`src/rtl/d_regdump_if.sv`:
```
// Dump engine bus: control (start/busy/done), register-file read port and byte stream.
// Ports: start/busy/done, rd_addr/rd_data toward the register file, tx_data/tx_valid/tx_ready.
// master = dump engine side, slave = CPU/register file/UART side.
interface d_regdump_if #(
    parameter int AW = 5
) ();
    logic          start;
    logic          busy;
    logic          done;
    logic [AW-1:0] rd_addr;
    logic [31:0]   rd_data;
    logic [7:0]    tx_data;
    logic          tx_valid;
    logic          tx_ready;

    modport master (
        input  start, rd_data, tx_ready,
        output busy, done, rd_addr, tx_data, tx_valid
    );

    modport slave (
        output start, rd_data, tx_ready,
        input  busy, done, rd_addr, tx_data, tx_valid
    );
endinterface

```
`src/rtl/d_regdump.sv`:
```
// Register-file dump engine: on start, streams a SYNC byte then every register as 4 LE bytes.
// Ports: clk, rst (async active-high), bus (master modport of d_regdump_if).
// Latency: 1 HDR cycle then 5 cycles/register with tx_ready high; tx holds while tx_ready is low.
module d_regdump #(
    parameter int         NREGS = 32,
    parameter int         AW    = 5,
    parameter logic [7:0] SYNC  = 8'hA5
) (
    input  logic           clk,
    input  logic           rst,
    d_regdump_if.master    bus
);
    typedef enum logic [2:0] {
        IDLE  = 3'd0,
        HDR   = 3'd1,
        FETCH = 3'd2,
        SEND  = 3'd3,
        DONE  = 3'd4
    } state_t;

    localparam logic [AW-1:0] LAST_IDX = AW'(NREGS - 1);

    state_t        state;
    logic [AW-1:0] idx;
    logic [31:0]   word;
    logic [1:0]    bcnt;

    // Registered outputs, updated together with the state they decode.
    logic          busy_q;
    logic          done_q;
    logic          tx_valid_q;
    logic [7:0]    tx_data_q;

    assign bus.rd_addr  = idx;
    assign bus.busy     = busy_q;
    assign bus.done     = done_q;
    assign bus.tx_valid = tx_valid_q;
    assign bus.tx_data  = tx_data_q;

    always_ff @(posedge clk or posedge rst) begin
        if (rst) begin
            state      <= IDLE;
            idx        <= '0;
            word       <= '0;
            bcnt       <= '0;
            busy_q     <= 1'b0;
            done_q     <= 1'b0;
            tx_valid_q <= 1'b0;
            tx_data_q  <= '0;
        end else begin
            case (state)
                IDLE: begin
                    idx <= '0;
                    if (bus.start) begin
                        state      <= HDR;
                        busy_q     <= 1'b1;
                        tx_valid_q <= 1'b1;
                        tx_data_q  <= SYNC;
                    end
                end
                HDR: begin
                    if (bus.tx_ready) begin
                        state      <= FETCH;
                        tx_valid_q <= 1'b0;
                    end
                end
                FETCH: begin
                    // Snapshot this register; the first byte is presented straight from the
                    // read port so tx_data is registered in step with tx_valid.
                    word       <= bus.rd_data;
                    bcnt       <= 2'd0;
                    state      <= SEND;
                    tx_valid_q <= 1'b1;
                    tx_data_q  <= bus.rd_data[7:0];
                end
                SEND: begin
                    if (bus.tx_ready) begin
                        word <= word >> 8;
                        bcnt <= bcnt + 2'd1;
                        if (bcnt == 2'd3) begin
                            tx_valid_q <= 1'b0;
                            if (idx == LAST_IDX) begin
                                state  <= DONE;
                                done_q <= 1'b1;
                            end else begin
                                idx   <= idx + 1'b1;
                                state <= FETCH;
                            end
                        end else begin
                            tx_data_q <= word[15:8];
                        end
                    end
                end
                DONE: begin
                    done_q <= 1'b0;
                    busy_q <= 1'b0;
                    idx    <= '0;
                    state  <= IDLE;
                end
                default: begin
                    state      <= IDLE;
                    idx        <= '0;
                    busy_q     <= 1'b0;
                    done_q     <= 1'b0;
                    tx_valid_q <= 1'b0;
                end
            endcase
        end
    end
endmodule

```
`src/flat_wrapper.sv`:
```
// flat-port wrapper written by rule: the top's interface ports become plain ports
module d_regdump_flat 
#(
    parameter int         NREGS = 32,
    parameter int         AW    = 5,
    parameter logic [7:0] SYNC  = 8'hA5
)
  (clk, rst, bus_start, bus_rd_data, bus_tx_ready, bus_busy, bus_done, bus_rd_addr, bus_tx_data, bus_tx_valid);
  d_regdump_if #(.AW(AW)) bus_i ();
  input  logic clk;
  input  logic rst;
  input wire logic [$bits(bus_i.start)-1:0] bus_start;
  input wire logic [$bits(bus_i.rd_data)-1:0] bus_rd_data;
  input wire logic [$bits(bus_i.tx_ready)-1:0] bus_tx_ready;
  output wire logic [$bits(bus_i.busy)-1:0] bus_busy;
  output wire logic [$bits(bus_i.done)-1:0] bus_done;
  output wire logic [$bits(bus_i.rd_addr)-1:0] bus_rd_addr;
  output wire logic [$bits(bus_i.tx_data)-1:0] bus_tx_data;
  output wire logic [$bits(bus_i.tx_valid)-1:0] bus_tx_valid;
  assign bus_i.start = bus_start;
  assign bus_i.rd_data = bus_rd_data;
  assign bus_i.tx_ready = bus_tx_ready;
  assign bus_busy = bus_i.busy;
  assign bus_done = bus_i.done;
  assign bus_rd_addr = bus_i.rd_addr;
  assign bus_tx_data = bus_i.tx_data;
  assign bus_tx_valid = bus_i.tx_valid;
  d_regdump #(.NREGS(NREGS), .AW(AW), .SYNC(SYNC)) u_core (.clk(clk), .rst(rst), .bus(bus_i));
endmodule
```
`config.mk`:
```
export PLATFORM = sky130hd
export DESIGN_NAME = d_regdump_flat
export DESIGN_NICKNAME = d
export VERILOG_FILES = /design/src/rtl/d_regdump_if.sv /design/src/rtl/d_regdump.sv /design/src/flat_wrapper.sv
export SDC_FILE = /design/constraint.sdc
export NUM_CORES = 1
export LEC_CHECK = 0
export ABC_AREA = 0
export CAP_MARGIN = 20
export CORE_UTILIZATION = 44
export CTS_CLUSTER_DIAMETER = 200
export DETAILED_ROUTE_END_ITERATION = 8
export GPL_TIMING_DRIVEN = 0
export MAX_ROUTING_LAYER = met4
export PLACE_DENSITY_LB_ADDON = 0.15
export SLEW_MARGIN = 20
export SYNTH_ARGS = -nofsm -noshare
export SYNTH_HDL_FRONTEND = slang
export SYNTH_SLANG_ARGS = --single-unit
```
`constraint.sdc`:
```
create_clock -name clk -period 1.8 [get_ports clk]
set_clock_uncertainty 0.1 [all_clocks]
set_input_delay 0.27 -clock clk [delete_from_list [all_inputs] [get_ports clk]]
set_output_delay 0.27 -clock clk [all_outputs]
set_load 0.05 [all_outputs]
```
Word level (Yosys, flattened, before mapping):

Index checks and enable logic that the tools add are counted.

* add/subtract/negate cells: 2
* equal/unequal tests: 13
* multiplexer cells: 28
* bitwise logic cells: 4
* reduce and logical (&&, ||, !) cells: 13

Operator list (number)
* one-hot mux 32 bit (2 select lines): 1
* two-way mux 32 bit: 1
* two-way mux 8 bit: 3
* one-hot mux 8 bit (3 select lines): 1
* AND reduction 4 bit: 4
* two-way mux 3 bit: 5
* two-way mux 5 bit: 3
* one-hot mux 3 bit (4 select lines): 1
* != test 2 bit, second input constant: 5
* one-hot mux 5 bit (2 select lines): 1
* two-way mux 1 bit: 7
* equality test 3 x 2 -> 1 bit, second input constant: 2
* OR reduction 3 bit: 2
* adder 5 x 1 -> 5 bit, second input constant: 1
* equality test 5 bit, second input constant: 1
* one-hot mux 1 bit (5 select lines): 1
* AND reduction 5 bit: 1
* != test 2 x 1 -> 1 bit, second input constant: 2
* NOT 1 bit: 4
* one-hot mux 1 bit (2 select lines): 2
* one-hot mux 2 bit (2 select lines): 1
* AND reduction 2 bit: 2
* equality test 3 x 1 -> 1 bit, second input constant: 1
* equality test 3 bit, second input constant: 1
* 7 further kinds: 7

* register bits after elaboration: 53
* bits of input ports: 36
* output and inout port bits: 16
* word-level logic and storage cells: 68

Depth between registers and ports, before layout:

Gate-level depths: netlist of the first run.

* depth after elaboration: 5
* mapped depth: 7
* gate-level depth less buffers: 7

Worst setup path after synthesis of the first run:

No wires, ideal clock.

* kind: reg-to-reg
* start point: register u_core.idx[1] (netlist: u_core.bus.rd_addr[1])
* end point: register u_core.idx[0] (netlist: u_core.bus.rd_addr[0])
* library setup time: 0.125 ns
* arrival: 1.923 ns
* data required time: 1.575 ns
* path slack: -0.348 ns
* cell stages (with the launch flop): 8
* buffers on the path: 0
* clock period less this slack: 2.148 ns
* cell sequence: dfrtp_1 ha_1 and3_1 ha_1 inv_1 a211oi_2 nor2_1 mux2_2

* word-level cells in the longest chain between the ends: 3

RTL lines
* start, declared: RTL line d_regdump.sv:24 `logic [AW-1:0] idx;`
* start signal, assigned: RTL line d_regdump.sv:86 `idx <= idx + 1'b1;`
* equality test 5 bit: RTL line d_regdump.sv:82 `if (idx == LAST_IDX) begin`
* != test 2 bit (no line)
* AND reduction 4 bit (no line)

No other way between the ends.
A chain may end at the register's enable or synchronous reset.

Worst setup path after layout of the first run:

* start point: register u_core.idx[0] (netlist: u_core.bus.rd_addr[0])
* end point: register u_core.idx[0] (netlist: u_core.bus.rd_addr[0])

* word-level cells in the longest chain between the ends: 5

RTL lines
* adder 5 x 1 -> 5 bit: RTL line d_regdump.sv:86
* two-way mux 5 bit: RTL line d_regdump.sv:82
* two-way mux 5 bit: RTL line d_regdump.sv:80 `if (bcnt == 2'd3) begin`
* two-way mux 5 bit: RTL line d_regdump.sv:77 `if (bus.tx_ready) begin`
* one-hot mux 5 bit (2 select lines): RTL line d_regdump.sv:51 `case (state)`

Several ways; a longest one is shown, not always the timed one. The select of a mux whose other input is x is not followed.

==> results of run 1 <==
==> synth_stat cells, types with 2 or more instances <==
cell type  instances  area [um^2]
o22ai_1            4         25.0
o21ai_0           28          140
a21o_1             3         22.5
o21bai_1           2         15.0
a21oi_1            3         15.0
mux2i_1           16          160
a22o_1             8         70.1
nand2_1           31          116
ha_1               3         37.5
nand3_1            4         20.0
inv_1              5         18.8
nor3_1             2         10.0
clkbuf_1           5         18.8
buf_2              6         30.0
nor2_1             8         30.0
dfrtp_1           45         1130
a22oi_1            4         30.0
==> flip-flops by register name, summed over array words and instances, names as in the netlist <==
name and cells:
u_core.word 24, u_core.bus.tx_data 8, u_core.bus.rd_addr 5, u_core.state 3
u_core.bcnt 2, u_core.bus.busy 1, u_core.bus.done 1, u_core.bus.tx_valid 1
==> timing repair <==
| action | in CTS | in global routing |
|---|---|---|
| setup buffers | 2 | 4 |
| gates resized for setup | 19 | 4 |
| setup endpoints to repair | 36 | 28 |
| pin swaps | 1 | 1 |
==> kinds of logic (layout without fill, tap and decap cells) <==
family | Yosys count | count (layout)
flip-flops | 45 | 45
multiplexers | 17 | 17
buffers and inverters | 17 | 82
adder cells (fa/ha/maj) | 3 | 3
AO/OA/AOI/OAI | 58 | 58
AND/OR/NAND/NOR | 55 | 55
==> critical path, cell delays in order, from the launching register on <==
cell	delay (ps)
dfrtp_2	420
ha_4	150
and3_4	190
ha_4	120
inv_2	40
a211oi_4	300
nor2_1	70
mux2_2	270
==> per-layer routing <==
metal / vias up / global-route usage, % / wire length [um]
li1: 822 / - / -
met1: 742 / 27.6 / 2150
met2: 45 / 28.2 / 1910
met3: 5 / 3.61 / 177
met4: 0 / 6.00 / 49
met5: - / - / 0
==> cells in the final DEF, fill, tap and decap left out, drive strengths merged <==
master,instances
dlygate4sd2,16
clkinv,1
a21oi,3
a21o,3
a32o,1
ha,3
o22ai,4
mux2i,16
nand3,4
buf,12
nor2b,1
and4,1
nor2,9
a211o,1
mux2,1
nor4b,1
clkdlybuf4s50,34
a22oi,4
a221oi,1
nand3b,1
or3,1
dlymetal6s2s,1
o21bai,2
nand2,32
or4,1
inv,5
a22o,8
o21ai,28
clkbuf,13
or2,1
o2bb2ai,1
a211oi,1
and3,1
dfrtp,45
o31ai,1
nor3,2
==> power breakdown <==
| part | internal [uW] | switching (uW) | total [uW] | leakage, uW |
|---|---|---|---|---|
| combinational | 753 | 1120 | 1880 | 0.000715 |
| clock | 347 | 332 | 679 | 0.0000542 |
| sequential | 1400 | 229 | 1630 | 0.000553 |
==> final cells by class <==
cell class              instances  area, um^2  area share (%)
plain buffers                  11        56.3            2.00
clock buffers                   7        96.3            3.43
clock inverters                 1        5.00           0.178
inverters                       5        18.8           0.668
multi-input cells             133         880            31.3
flip-flops and latches         45        1130            40.2
well taps                      52        65.1            2.32
repair buffers                 58         558            19.9
==> metrics by stage <==
| step | hold WS (ps) | area (um^2) | worst slack [ps] | std cells |
|---|---|---|---|---|
| 4_1_cts | 179 | 2770 | 19.5 | 308 |
| 3_5_place_dp | 370 | 2670 | -331 | 299 |
| 3_3_place_gp | 361 | 2650 | -715 | 298 |
| 5_1_grt | 212 | 2810 | -79.2 | 312 |
| 2_1_floorplan | 303 | 2070 | -131 | 195 |
| 6_report | 164 | 2810 | 33.3 | 312 |
==> worst max path at each step <==
stage | from | end | slack (ps) | cells after the start
after floorplan | u_core.bus.rd_addr[1]$_DFFE_PP0P_ | u_core.bus.rd_addr[0]$_DFFE_PP0P_ | -130 | 7
after detailed placement | bus_tx_ready | u_core.word[30]$_DFFE_PP0P_ | -330 | 5
after global routing | u_core.bus.rd_addr[1]$_DFFE_PP0P_ | u_core.bus.rd_addr[0]$_DFFE_PP0P_ | -80 | 7
after global placement | rst | u_core.bus.rd_addr[2]$_DFFE_PP0P_ | -710 | 2
after CTS | u_core.state[1]$_DFFE_PP0P_ | u_core.bus.rd_addr[0]$_DFFE_PP0P_ | 20 | 6
final | u_core.bus.rd_addr[0]$_DFFE_PP0P_ | u_core.bus.rd_addr[0]$_DFFE_PP0P_ | 30 | 7
==> results.txt, run 1 <==
----------------------------------------------------
[Setup path]
  Worst R2R End ... u_core.bus.rd_addr[0]$_DFFE_PP0P_
  Arrival time at the worst endpoint ... 1850 ps
  Startpoint type of the worst setup path ... flip-flop
  Register-to-Register Path Depth ... 7
  Critical Setup Path Class ... reg -> reg
  Biggest fanout along the worst timing path ... 6
  Crit Reg-Reg Startpoint ... u_core.bus.rd_addr[0]$_DFFE_PP0P_
  Worst EP required ... 1880 ps
  Element type at the critical path end ... flip-flop
  Register-to-register path setup slack ... about 33 ps

[Detailed routing]
  Number of design rule violations left after detail routing ... 0
  1st-iter DRT viols ... 75
  Pre-Repair DR Iteration Count ... 4
  DR vias/cell ... 5.17
  Sum of routed wire length over all layers ... 4.28 mm
  Detail Route Antenna Nets ... 0
  Detailed-route via count ... 1614
  Wirelength per Cell ... around 14 um

[Die]
  Starting density of the core ... 46.3%
  I/O Pins ... 52
  Total Die Area ... 4890 um^2
  Horizontal extent of the die ... 70.0 um
  Core Area ... 4380 um^2
  Cell row count ... 24
  Die height ... 70.0 um

[Timing]
  Relative slew slack ... 67.4%
  Number of endpoints with negative hold slack in the final report ... 0
  Final slew viol count ... 0
  Slew at the pin with the worst max-slew slack ... 492 ps
  Unrepaired setup endpoints after global routing ... yes
  Final clock period utilization by the worst path ... 98.1%
  Min cycle time layout ... 1770 ps
  Summed negative setup slack over all endpoints ... 0 ps
  Final count of negative-setup-slack endpoints ... 0
  Peak clock frequency supported by timing ... approximately 570 MHz

[Cells and area]
  Total inserted antenna cells ... 0
  Final design utilization ... approximately 64%
  Count of nets after finishing ... 298
  Number of fill cells ... 381
  Layout-stage area growth over the synthesis result ... 38.3%
  Proportion of layout cells with a drive suffix above 1 ... 14.6%

[CTS]
  H-tree depth ... 2
  Clk pin slew, worst setup/hold paths ... 90 ps
  Buffer cell driving the clock tree root ... clkbuf_8
  Num CTS Buffers ... 5
  TritonCTS clock tree ... yes
  Sinks on the clock net ... 45
  Clk buf depth ... 2
  Number of hold-repair buffers added at the cts stage ... 0
  Latest clock arrival within the worst-skew pair ... approximately 300 ps

[Power and ir drop]
  Total power density per cell area ... 1490 nW/um^2
  Power, Total ... about 4200 uW
  Static Leakage ... 0.00132 uW
  Largest voltage drop on the vdd net ... 0.625 mV

[Synthesis]
  Dominant combinational cell family by area after synthesis ... compound AO/OA/AOI/OAI gates
  Xor-xnor portion of the synthesized cell area ... 0%
  Post-Synthesis Cell Area ... between 2000 and 2500 um^2
  Count of synthesis-stage warnings from yosys ... 0
  Simple-gate area share of the yosys netlist ... 12.4%
  Synth Register Bits ... 45
  Proportion of synthesized area in mux cells ... about 8.4%
  Async S/R FF share, synth ... 100%
  Netlist cell types ... 35
  Post-synthesis compound-gate area fraction ... between 15 and 20%
  Fraction of the mapped netlist area in adder cells ... 1.85%
  Seq/Total Area, Yosys ... between 50 and 60%
  Synthesized netlist cell count ... between 150 and 200
  Top FF cell, synth ... dfrtp_1
  Post-synth net total ... 234
  Average size of a mapped cell ... approximately 10 um^2
  Number of enable-type register cells in the synthesized netlist ... 0

[Min path]
  Type of the worst min-delay path ... in -> async

[GRT]
  Global-route wire length before repair ... 7.31 mm
  Global routing usage summed across all routing layers ... around a fifth
  Largest net degree at the start of global routing ... 30
  Antenna violations before repair ... 0
  Vias in the first global route ... 1571
  GR Overflow Total ... 0

[Placement]
  Port-buffer cells ... 51
  HPWL after detailed placement ... between 3 and 4 mm
  Final RePlAce weighted congestion ... 0.778

[Outcome]
  Status ... completed

[Flow run]
  Max-cap violations ... 0

----------------------------------------------------
Note: power is estimated with default switching activity, not from simulation.
==> run 2: changes to the inputs <==
--- a/config.mk
+++ b/config.mk
@@ -12,7 +12,7 @@
 export DETAILED_ROUTE_END_ITERATION = 8
 export GPL_TIMING_DRIVEN = 0
 export MAX_ROUTING_LAYER = met4
-export PLACE_DENSITY_LB_ADDON = 0.15
+export PLACE_DENSITY = 0.76
 export SLEW_MARGIN = 20
 export SYNTH_ARGS = -nofsm -noshare
 export SYNTH_HDL_FRONTEND = slang
==> run 2 against run 1 <==
Compared with the run above:
- die area stayed put
- core utilization shrank 0.086 points
- hold slack got worse by 26 ps
- clock power up 13%
- register-to-register slack hardly changed
- largest cell class unchanged
- largest power group unchanged
==> results.txt, run 2 (synthesized netlist as in run 1, its figures left out) <==
----------------------------------------------------
[Outcome]
  Status ... completed

[CTS]
  Latest clock arrival within the worst-skew pair ... 300 ps
  Num CTS Buffers ... 5
  Clk pin slew, worst setup/hold paths ... about 80 ps
  Sinks on the clock net ... 45
  Number of hold-repair buffers added at the cts stage ... 0
  Buffer cell driving the clock tree root ... clkbuf_8
  H-tree depth ... 2
  TritonCTS clock tree ... yes
  Clk buf depth ... 2

[Cells and area]
  Layout-stage area growth over the synthesis result ... 38.1%
  Proportion of layout cells with a drive suffix above 1 ... 14.7%
  Leading cell types in the layout, fill and taps excluded ... dfrtp_1, clkdlybuf4s50_1, nand2_1
  Number of flip-flops in the largest register ... 24
  Most common library cell in the layout ignoring fill and taps ... dfrtp_1
  Number of fill cells ... 363
  Count of nets after finishing ... 296
  Total inserted antenna cells ... 0
  Total non-filler cell area in the finished layout ... about 2800 um^2
  Most flop-heavy register ... u_core.word

[Die]
  Core Area ... roughly 4400 um^2
  Cell row count ... 24
  Die height ... 70.0 um
  I/O Pins ... 52
  Starting density of the core ... 46.3%
  Total Die Area ... 4890 um^2
  Horizontal extent of the die ... 70.0 um

[Timing]
  Slew at the pin with the worst max-slew slack ... 488 ps
  Worst hold slack after final layout ... 138 ps
  Relative slew slack ... 67.6%
  Final clock period utilization by the worst path ... 97.8%
  Summed negative setup slack over all endpoints ... 0 ps
  Number of endpoints with negative hold slack in the final report ... 0
  Min cycle time layout ... 1760 ps
  Unrepaired setup endpoints after global routing ... yes
  Final count of negative-setup-slack endpoints ... 0
  Final slew viol count ... 0
  Peak clock frequency supported by timing ... about 570 MHz

[GRT]
  Vias in the first global route ... roughly 1700
  Global routing usage summed across all routing layers ... 20.5%
  Antenna violations before repair ... 0
  Global-route wire length before repair ... between 7 and 8 mm
  Largest net degree at the start of global routing ... 32
  GR Overflow Total ... 0

[Placement]
  HPWL after detailed placement ... 3.19 mm
  Port-buffer cells ... 51
  Final RePlAce weighted congestion ... between 0.7 and 0.8
  Cell Area, Placed ... 2670 um^2

[Setup path]
  Worst EP required ... 1890 ps
  Critical path's top delay family ... flip-flops
  Startpoint type of the worst setup path ... flip-flop
  Biggest fanout along the worst timing path ... 6
  Buffering stage count on the worst path with inverters included ... 1
  Crit-path cells ... ha_4 > and3_4 > ha_4 > inv_2 > a211oi_4 > nor2_1 > mux2_2
  Critical Setup Path Class ... reg -> reg
  CP max stage cell ... dfrtp_2
  Arrival time at the worst endpoint ... roughly 1900 ps
  Max incr delay on CP ... ~420 ps
  Element type at the critical path end ... flip-flop
  Most used cell along the critical path ... ha_4

[Flow run]
  Max-cap violations ... 0

[Detailed routing]
  Sum of routed wire length over all layers ... between 4 and 5 mm
  1st-iter DRT viols ... 176
  Detailed-route via count ... about 1600
  Wirelength per Cell ... 14.4 um
  Number of design rule violations left after detail routing ... 0
  Detail Route Antenna Nets ... 0
  DR vias/cell ... 5.30
  Pre-Repair DR Iteration Count ... 4

[Min path]
  Type of the worst min-delay path ... in -> async

[Power and ir drop]
  Largest voltage drop on the vdd net ... 0.766 mV
  Total power density per cell area ... 1520 nW/um^2
  Static Leakage ... 0.00132 uW

----------------------------------------------------
run 2: cell count changes in the layout (fill, tap and decap cells not counted), sizes merged:
| cell | delta |
|---|---|
| bufinv | +1 |
| clkbuf | -1 |
| buf | -2 |
run 2: final timing paths:
kind                            cells past startpoint                               from  slack, ps                                 to
max in group asynchronous                           3                                rst        980        u_core.state[1]$_DFFE_PP0P_
min in group clk                                    3                       bus_tx_ready        280        u_core.state[2]$_DFFE_PP0P_
worst min register to register                      2  u_core.bus.tx_data[1]$_DFFE_PP0P_        380  u_core.bus.tx_data[1]$_DFFE_PP0P_
worst min-delay path                                2                                rst        140        u_core.word[28]$_DFFE_PP0P_
worst max register to register                      7  u_core.bus.rd_addr[0]$_DFFE_PP0P_         40  u_core.bus.rd_addr[0]$_DFFE_PP0P_
worst max-delay path                                7  u_core.bus.rd_addr[0]$_DFFE_PP0P_         40  u_core.bus.rd_addr[0]$_DFFE_PP0P_
run 2: metal layers:
layer  global-route usage [%]  routed length [um]
met1                     26.9                2000
met2                     32.4                2220
met3                     3.61                 167
met4                     7.33                  72
met5                        -                   0
run 2: cell type report:
type	count	area [um^2]	share of cell area (%)
repair buffers	56	543	19.3
flip-flops and latches	45	1130	40.3
inverters	5	18.8	0.669
multi-input cells	133	880	31.3
well taps	52	65.1	2.32
plain buffers	11	56.3	2.01
clock buffers	6	72.6	2.59
clock inverters	2	38.8	1.38
run 2: power breakdown:
part	switching (uW)	internal, uW
Sequential	235	1400
Combinational	1130	724
Clock	348	417
run 2: timing repair:
item                                    CTS  global route
pin swaps                                 1             2
buffers inserted                          2             2
endpoints found under the setup margin   30            35
resized for setup                        17            10
cloned                                    0             0
run 2: through the flow:
step           total power (uW)  util [%]  instances  worst slack, ps
6_report                   4260      64.0        310             40.3
4_1_cts                    4230      63.3        308             11.9
3_3_place_gp               3480      60.4        298             -661
2_1_floorplan              2950         -        195             -131
5_1_grt                    4550      64.0        310            -88.0
3_5_place_dp               3550      60.9        299             -328
==> run 3: changes to the inputs <==
--- a/config.mk
+++ b/config.mk
@@ -11,6 +11,7 @@
 export CTS_CLUSTER_DIAMETER = 200
 export DETAILED_ROUTE_END_ITERATION = 8
 export GPL_TIMING_DRIVEN = 0
+export HOLD_SLACK_MARGIN = 0.02
 export MAX_ROUTING_LAYER = met4
 export PLACE_DENSITY = 0.76
 export SLEW_MARGIN = 20
==> results of run 3 <==
Same layout as run 2: the final DEF is identical, and so are final timing and power.
